## config.mk

```make
export PLATFORM = sky130hd
export DESIGN_NAME = rv_mul_issue
export DESIGN_NICKNAME = d
export VERILOG_FILES = /design/src/rtl/rv_pkg.sv /design/src/rtl/rv_mul_post.sv /design/src/rtl/rv_mul_issue.sv
export SDC_FILE = /design/constraint.sdc
export NUM_CORES = 1
export LEC_CHECK = 0
export CAP_MARGIN = 10
export CELL_PAD_IN_SITES_DETAIL_PLACEMENT = 1
export CELL_PAD_IN_SITES_GLOBAL_PLACEMENT = 2
export CORE_UTILIZATION = 27
export CTS_CLUSTER_DIAMETER = 30
export CTS_CLUSTER_SIZE = 14
export DETAILED_ROUTE_END_ITERATION = 6
export GPL_ROUTABILITY_DRIVEN = 0
export MAX_ROUTING_LAYER = met4
export PLACE_DENSITY_LB_ADDON = 0.05
export SYNTH_ARGS = -nofsm -noshare
export SYNTH_HDL_FRONTEND = slang
export SYNTH_SLANG_ARGS = --single-unit
export TNS_END_PERCENT = 1
```

## constraint.sdc

```tcl
create_clock -name clk -period 2.8 [get_ports clk]
set_clock_uncertainty 0.2 [all_clocks]
set_input_delay 0.42 -clock clk [delete_from_list [all_inputs] [get_ports clk]]
set_output_delay 0.42 -clock clk [all_outputs]
set_load 0.01 [all_outputs]
```

## src/rtl/rv_pkg.sv

```systemverilog
// Shared encodings for the M-extension multiply issue path.
package rv_pkg;

  // funct3 encodings of the multiply ops handled here
  localparam logic [2:0] MUL_OP_MUL    = 3'b000;
  localparam logic [2:0] MUL_OP_MULH   = 3'b001;
  localparam logic [2:0] MUL_OP_MULHSU = 3'b010;
  localparam logic [2:0] MUL_OP_MULHU  = 3'b011;

  // Issue FSM encodings
  localparam logic [1:0] ST_IDLE = 2'd0;
  localparam logic [1:0] ST_BUSY = 2'd1;
  localparam logic [1:0] ST_DONE = 2'd2;

  // Magnitude of a signed 64-bit value; INT64_MIN maps to 2^63 as unsigned.
  function automatic logic [63:0] abs64(input logic [63:0] x);
    return x[63] ? (~x + 64'd1) : x;
  endfunction

endpackage

```

## src/rtl/rv_mul_post.sv

```systemverilog
// Product post-processing: optional negate, half select, W sign-extend.
module rv_mul_post
  import rv_pkg::*;
(
  input  logic [127:0] prod,
  input  logic         neg,
  input  logic         word,
  input  logic [2:0]   op,
  output logic [63:0]  data
);

  logic [127:0] p;

  // Apply the recorded sign, then pick the part of the product the op returns
  always_comb begin
    p = neg ? (~prod + 128'd1) : prod;
    if (word) begin
      data = {{32{p[31]}}, p[31:0]};
    end else if (op == MUL_OP_MUL) begin
      data = p[63:0];
    end else begin
      data = p[127:64];
    end
  end

endmodule

```

## src/rtl/rv_mul_issue.sv

```systemverilog
// Issue/retire controller for the EX-stage multiply path. Conditions operands for an
// external unsigned 64x64 multiplier of latency MUL_LAT and holds the result for
// writeback. Optional macro MUL_FASTPATH_EN: zero operand retires in one cycle.
module rv_mul_issue
  import rv_pkg::*;
#(
  parameter int unsigned MUL_LAT = 3
) (
  input  logic         clk,
  input  logic         rstn,
  input  logic         req_valid_i,
  output logic         req_ready_o,
  input  logic [2:0]   req_op_i,
  input  logic         req_word_i,
  input  logic [63:0]  req_rs1_i,
  input  logic [63:0]  req_rs2_i,
  input  logic [4:0]   req_rd_i,
  input  logic         flush_i,
  output logic [63:0]  mul_op1_o,
  output logic [63:0]  mul_op2_o,
  input  logic [127:0] mul_prod_i,
  output logic         rsp_valid_o,
  input  logic         rsp_ready_i,
  output logic [63:0]  rsp_data_o,
  output logic [4:0]   rsp_rd_o,
  output logic         busy_o
);

  localparam int unsigned CNT_W = $clog2(MUL_LAT + 1);
  localparam logic [CNT_W-1:0] CNT_LAST = CNT_W'(MUL_LAT - 1);

  logic [1:0]       state_q, state_d;
  logic [CNT_W-1:0] cnt_q, cnt_d;
  logic [63:0]      op1_q, op2_q, data_q;
  logic [2:0]       op_q, op_n;
  logic             word_q, neg_q, neg_n;
  logic [4:0]       rd_q;
  logic [63:0]      cond1, cond2, post_data;
  logic             accept, fast, capture;

  assign req_ready_o = !flush_i && ((state_q == ST_IDLE) ||
                                    ((state_q == ST_DONE) && rsp_ready_i));
  assign accept  = req_valid_i && req_ready_o;
  assign capture = (state_q == ST_BUSY) && (cnt_q == CNT_LAST) && !flush_i;

  // Normalise the op (MULW and reserved funct3 behave as MUL) and condition operands
  always_comb begin
    op_n = req_op_i;
    if (req_word_i || req_op_i[2]) op_n = MUL_OP_MUL;
    cond1 = req_rs1_i;
    cond2 = req_rs2_i;
    neg_n = 1'b0;
    case (op_n)
      MUL_OP_MULH: begin
        cond1 = abs64(req_rs1_i);
        cond2 = abs64(req_rs2_i);
        neg_n = req_rs1_i[63] ^ req_rs2_i[63];
      end
      MUL_OP_MULHSU: begin
        cond1 = abs64(req_rs1_i);
        neg_n = req_rs1_i[63];
      end
      default: ;
    endcase
  end

`ifdef MUL_FASTPATH_EN
  assign fast = (cond1 == 64'd0) || (cond2 == 64'd0);
`else
  assign fast = 1'b0;
`endif

  // Next-state logic for the issue FSM and latency counter
  always_comb begin
    state_d = state_q;
    cnt_d   = cnt_q;
    if (flush_i) begin
      state_d = ST_IDLE;
      cnt_d   = '0;
    end else begin
      case (state_q)
        ST_IDLE: begin
          if (accept) begin
            state_d = fast ? ST_DONE : ST_BUSY;
            cnt_d   = '0;
          end
        end
        ST_BUSY: begin
          if (cnt_q == CNT_LAST) begin
            state_d = ST_DONE;
            cnt_d   = '0;
          end else begin
            cnt_d = cnt_q + CNT_W'(1);
          end
        end
        ST_DONE: begin
          if (rsp_ready_i) begin
            // A request in the retire cycle issues straight away
            if (accept) begin
              state_d = fast ? ST_DONE : ST_BUSY;
            end else begin
              state_d = ST_IDLE;
            end
            cnt_d = '0;
          end
        end
        default: begin
          state_d = ST_IDLE;
          cnt_d   = '0;
        end
      endcase
    end
  end

  // State, request capture and result capture registers
  always_ff @(posedge clk or negedge rstn) begin
    if (!rstn) begin
      state_q <= ST_IDLE;
      cnt_q   <= '0;
      op1_q   <= '0;
      op2_q   <= '0;
      op_q    <= MUL_OP_MUL;
      word_q  <= 1'b0;
      neg_q   <= 1'b0;
      rd_q    <= '0;
      data_q  <= '0;
    end else begin
      state_q <= state_d;
      cnt_q   <= cnt_d;
      if (accept) begin
        op_q   <= op_n;
        word_q <= req_word_i;
        neg_q  <= neg_n;
        rd_q   <= req_rd_i;
        // Fast-path ops leave the multiplier inputs untouched
        if (fast) begin
          data_q <= '0;
        end else begin
          op1_q <= cond1;
          op2_q <= cond2;
        end
      end
      if (capture) data_q <= post_data;
    end
  end

  rv_mul_post u_post (
    .prod (mul_prod_i),
    .neg  (neg_q),
    .word (word_q),
    .op   (op_q),
    .data (post_data)
  );

  assign mul_op1_o   = op1_q;
  assign mul_op2_o   = op2_q;
  assign rsp_valid_o = (state_q == ST_DONE);
  assign rsp_data_o  = data_q;
  assign rsp_rd_o    = rd_q;
  assign busy_o      = (state_q != ST_IDLE);

endmodule

```

# Word-level counts from Yosys, hierarchy flattened
# Cells that the tools add are included.
word_totals:
  ff_bits: 206
  wordCells: 59
classes:
  add_sub_neg: 4
  n_eq_ne: 8
  n_mux: 20
  bitwise: 4
  reduce_logical: 14
ops:
  columns: ["cell", "count"]
  rows:
  - ["$mux W64", 6]
  - ["$add A128 B1 Y128 const B", 1]
  - ["$add A64 B1 Y64 const B", 2]
  - ["$mux W128", 1]
  - ["$not A128 Y128", 1]
  - ["$not A64 Y64", 2]
  - ["$mux W2", 8]
  - ["$pmux W2 S3", 2]
  - ["$ne A3 B2 Y1 const B", 2]
  - ["$logic_and A1 B1 Y1", 5]
  - ["$eq A2 B2 Y1 const B", 2]
  - ["$eq A3 B1 Y1 const B", 1]
  - ["$eq A3 B2 Y1 const B", 1]
  - ["$logic_not A3 Y1", 1]
  - ["$mux W3", 1]
  - ["$ne A3 B3 Y1 const B", 1]
  - ["$reduce_and A3 Y1", 1]
  - ["$add A2 B1 Y2 const B", 1]
  - ["$eq A2 B1 Y1 const B", 1]
  - ["$logic_not A2 Y1", 1]
  - ["$logic_or A1 B1 Y1", 2]
  - ["$pmux W1 S2", 1]
  - ["$reduce_and A2 Y1", 1]
  - ["$reduce_bool A2 Y1", 1]
  - ["4 further kinds", 4]

# Depth between registers and ports, before layout
depth:
  depth_word: 9
  ltp_mapped: 10

# Modules after synthesis
# Synthesis repeated with hierarchy kept, for this count alone.
hier_totals:
  cells_unflattened: 1800
  area_unflattened_um2: 15122.0
modules_own_cells:
  columns: ["mod", "n_inst", "cells_per_inst", "area_each_um2", "seq_area_each_um2"]
  rows:
  - ["rv_mul_issue", 1, 1057, 10432.5, 5154.9]
  - ["rv_mul_post", 1, 743, 4689.5, 0.0]

# Worst setup path before layout
# No wires, ideal clock.
synth_timing:
  path_kind: "input to register"
  startpoint: "input port mul_prod_i[18]"
  endpoint: "register data_q[51] (netlist: rsp_data_o[51])"
  setup_time_ps: 129
  arrival_time_ps: 3236
  t_required_ps: 2471
  path_slack_ps: -765
  stages: 9
  path_cell_list: "or4_1 or4_4 buf_6 or4_4 buf_6 or3_4 o41ai_2 or4_1 o211ai_2"
synth_between:
  elab_chain_len: 5
synth_lines:
  columns: ["element", "line", "source"]
  rows:
  - ["start, declared", "rv_mul_issue.sv:21", "input logic [127:0] mul_prod_i,"]
  - ["$not A128 Y128 (*)", "rv_mul_post.sv:16", "p = neg ? (~prod + 128'd1) : prod;"]
  - ["$add A128 B1 Y128 (*)", "rv_mul_post.sv:16", null]
  - ["$mux W128 (*)", "rv_mul_post.sv:16", null]
  - ["$mux W64", "rv_mul_post.sv:19", "end else if (op == MUL_OP_MUL) begin"]
  - ["$mux W64 (*)", "rv_mul_post.sv:17", "if (word) begin"]
  - ["end signal, assigned", "rv_mul_issue.sv:143", "if (capture) data_q <= post_data;"]
  - ["end, declared", "rv_mul_issue.sv:34", "logic [63:0] op1_q, op2_q, data_q;"]
# Mark *: on every way between the ends. The rest lies on a longest branch, timed or not.
# A chain may end at the register's enable or synchronous reset.

# Worst setup path after layout
layout_timing:
  startpoint: "input port mul_prod_i[10]"
  endpoint: "register data_q[7] (netlist: rsp_data_o[7])"
layout_between:
  elab_chain_len: 5
layout_lines:
  columns: ["element", "line"]
  rows:
  - ["$not A128 Y128", "rv_mul_post.sv:16"]
  - ["$add A128 B1 Y128", "rv_mul_post.sv:16"]
  - ["$mux W128", "rv_mul_post.sv:16"]
  - ["$mux W64", "rv_mul_post.sv:19"]
  - ["$mux W64", "rv_mul_post.sv:17"]
# Every way passes these cells.

==> reports/summary.txt <==
Drt pass-1 iters = 5
Multi-input logic area = 10030 um2
Setup-failing EPs final = 50
Sequential cell area = 5159 um2
Clock power frac = 50.6%
Mapped Cells = 1828
Mapped Nets = 2101
Fraction of layout cells with a size suffix above 1 = 30.46%
Number of synthesized flops with an enable pin = 0
Total gr overflow = 0
Crit Path Max Fanout = 4
Die height = 235.3 um
P&R area growth vs syn = 89.43%
Sequential power share = 23.7%
Async set-reset flop share out of synthesis = 100.0%
Die W = 235.3 um
Primary FF master, synth = dfrtp_1
Max Slew Vio Count = 0
Total number of vias = 18.87k
Core ar. = 53810 um2
Rel. slew slack = 56.85%
CTS max path bufs = 3
Worst R2R Start = state_q[0]$_DFFE_PN0P_
Routed Antenna Nets = 0
Count of cell types in the netlist = 70
Part of the Yosys area used for sequential elements = 35.07%
Clock latency at the later pin of the worst-skew pair = 0.60 ns
VDD IR max = 0.5245 mV
Worst hold slack = 0.05020 ns
Net Sw Power = 4956 uW
Final Hold Fails = 0
Initial core utilization = 27.31%
CP Capture Type = flop
Total GRT Usage = 30.31%
Post-DP HPWL = 63.78 mm
Critical path class = in -> reg
Outcome = complete, but fails checks
CTS tree = yes
Power Density = 594.7 nW/um2
#FFs+latches synth = 206
Worst R2R Setup Slack = 0.24 ns
Crit start category = primary input
Int Power = 11600 uW
Max_cap viols = 0
RSZ-0062 raised after global routing = true
Non-Filler Instances = 3584
Hold Path Class = in -> async
Iter 0 DRT Violations = 943
IO Port Bufs = 469
Placed cells = 3412
Final worst setup slack = -0.2630 ns
Violated checks = negative setup slack
Final WL = 82.81 mm
Cell Area, Synth = 14700 um2
Clock sink total = 206
Minimum clock period = 3.063 ns
Clk pin slew, worst setup/hold paths = 0.04 ns
CP required = 3.09 ns
Avg Cell Area, Syn = 8.041 um2
Crit path DAT = 3.35 ns
First-pass GRT wire length = 124.4 mm
Fillers = 6171
Row cnt = 85
Tightest Pin Transition = 0.6472 ns
Antenna violations before repair = 8
DRC = 0
Leakage Power = 0.01151 uW
DR WL/cell = 23.10 um
Setup TNS = -6.766 ns
Largest net degree at the start of global routing = 81
Final nets = 3093
H-tree Lvls = 3
Reg2Reg Depth = 6
Root buf cell = clkbuf_16
Worst r2r dst = rsp_data_o[43]$_DFFE_PN0P_
Combinational power share = 25.6%
Sw Share = 29.93%
Die ar. = 55380 um2
Synth warn = 0
Final Cycle Share = 109.4%
I/O pin cnt = 470
CTS buffer count = 77
Maximum clock frequency = 326.5 MHz
Number of global-route vias before repair = 20.25k
Vias per inst = 5.264
## cell usage after synthesis (16+ instances only)
master | number | area, um2
nor2_1 | 142 | 533.0
clkbuf_1 | 100 | 375.4
mux2i_1 | 18 | 180.2
xnor2_1 | 119 | 1042
nor4_1 | 53 | 331.6
or3_1 | 50 | 312.8
nand4_1 | 16 | 100.1
inv_1 | 19 | 71.32
nand3_1 | 39 | 195.2
dfrtp_1 | 206 | 5155
nand2_1 | 253 | 949.7
a21oi_1 | 73 | 365.4
or4_1 | 57 | 427.9
o21ai_0 | 205 | 1026
nor3_1 | 58 | 290.3
a31oi_1 | 24 | 150.1
or2_2 | 17 | 106.4
xor2_1 | 92 | 805.8
o31ai_1 | 50 | 375.4
o41ai_1 | 32 | 280.3
## worst max-delay path by stage
| stage | startpoint | to | slack, ns | cells after the start |
|---|---|---|---|---|
| 6_report | mul_prod_i[10] | rsp_data_o[7]$_DFFE_PN0P_ | -0.26 | 10 |
| 4_1_cts | mul_prod_i[9] | rsp_data_o[19]$_DFFE_PN0P_ | -0.32 | 9 |
| 5_1_grt | mul_prod_i[1] | rsp_data_o[44]$_DFFE_PN0P_ | -0.29 | 11 |
| 2_1_floorplan | mul_prod_i[15] | rsp_data_o[51]$_DFFE_PN0P_ | -0.64 | 9 |
| 3_3_place_gp | mul_prod_i[1] | rsp_data_o[52]$_DFFE_PN0P_ | -1.35 | 11 |
| 3_5_place_dp | mul_prod_i[1] | rsp_data_o[44]$_DFFE_PN0P_ | -1.52 | 11 |
## cells by family (layout without fill, tap and decap cells)
logic type / Yosys count / count (layout) / synth area share (%)
adder cells (fa/ha/maj): 3 / 3 / 0.2554
AND/OR/NAND/NOR: 757 / 757 / 25.92
flip-flops: 206 / 206 / 35.07
multiplexers: 20 / 20 / 1.379
AO/OA/AOI/OAI: 498 / 498 / 21.28
XOR/XNOR: 211 / 211 / 12.57
other: 0 / 9 / 0
buffers and inverters: 133 / 1184 / 3.524
## stage by stage
stage                     utilization, %  cell area [um2]  total power (uW)  setup WS (ns)
after floorplan                        -            14710              5273        -0.6436
after global placement             44.66            24030              8009         -1.353
after detailed placement           44.66            24030              8083         -1.520
after CTS                          50.89            27390             16680        -0.3234
after global routing               51.74            27840             17250        -0.2853
final                              51.74            27840             16560        -0.2630
## state kept, by name, indices dropped and copies added, names as in the netlist
name and flops:
neg_q 1, mul_op2_o 64, rsp_rd_o 5, state_q 2, cnt_q 2, rsp_data_o 64, word_q 1, mul_op1_o 64
op_q 3
## power by group through the flow
stage          Combinational, uW  Sequential, uW  Clock (uW)
2_1_floorplan               1160            4110           0
3_3_place_gp                4070            3940           0
3_5_place_dp                4120            3960           0
4_1_cts                     4230            3940        8500
5_1_grt                     4550            4000        8710
6_report                    4250            3930        8380
## cell type report
type                       instances  area share (%)
antenna                            9         0.08088
timing repair buffer            1027           32.68
clock inverter                    24           1.128
multi-input combinational       1489           36.02
tap                              696           3.128
inverter                          19          0.2651
sequential                       206           18.53
clock buffer                     114           8.178
## what timing repair did
action                     in CTS  in global routing
gates resized for setup       221                114
cloned                          0                  0
setup endpoints to repair      76                107
pin swaps                      55                 46
hold endpoints to repair      206                  1
hold buffers                    1                  1
buffers inserted                9                 14
## worst max-delay path: stages
cell and delay [ns]:
buf_6 0.09, or4_4 0.54, or4_4 0.60, or4_4 0.62
or3_4 0.42, buf_12 0.16, buf_6 0.11, a21o_1 0.18
a21oi_2 0.14, o21ai_1 0.06
## routing by layer
layer | global-route usage [%] | routed length (um) | vias up
met1 | 34.24 | 32630 | 9321
met3 | 7.810 | 5881 | 176
met2 | 51.04 | 41200 | 638
met4 | 12.10 | 3098 | 0
li1 | - | - | 8732
met5 | - | 0 | -
## placed cells by master, fill, tap and decap left out, drive strengths merged, types with 7 or more instances in the layout
| cell | netlist | final |
|---|---|---|
| clkbuf | 100 | 125 |
| a211oi | 7 | 7 |
| o211ai | 9 | 9 |
| xor2 | 92 | 92 |
| or4 | 61 | 61 |
| and3 | 9 | 9 |
| clkdlybuf4s15 | 0 | 11 |
| inv | 19 | 21 |
| o21ai | 217 | 217 |
| dfrtp | 206 | 206 |
| nand3 | 39 | 39 |
| mux2i | 18 | 18 |
| buf | 14 | 564 |
| o31ai | 50 | 50 |
| a22oi | 12 | 12 |
| a21oi | 73 | 73 |
| nand4 | 16 | 16 |
| nor2b | 8 | 8 |
| nor3 | 58 | 58 |
| or2 | 17 | 17 |
| or3 | 51 | 51 |
| clkinv | 0 | 19 |
| dlymetal6s2s | 0 | 16 |
| o41ai | 37 | 37 |
| diode | 0 | 9 |
| xnor2 | 119 | 119 |
| clkdlybuf4s50 | 0 | 406 |
| nand2b | 9 | 9 |
| o22ai | 8 | 8 |
| nor4 | 54 | 54 |
| a31oi | 24 | 24 |
| nand2 | 253 | 253 |
| dlygate4sd2 | 0 | 17 |
| and2 | 8 | 8 |
| nor2 | 142 | 142 |
Note: power is estimated with default switching activity, not from simulation.
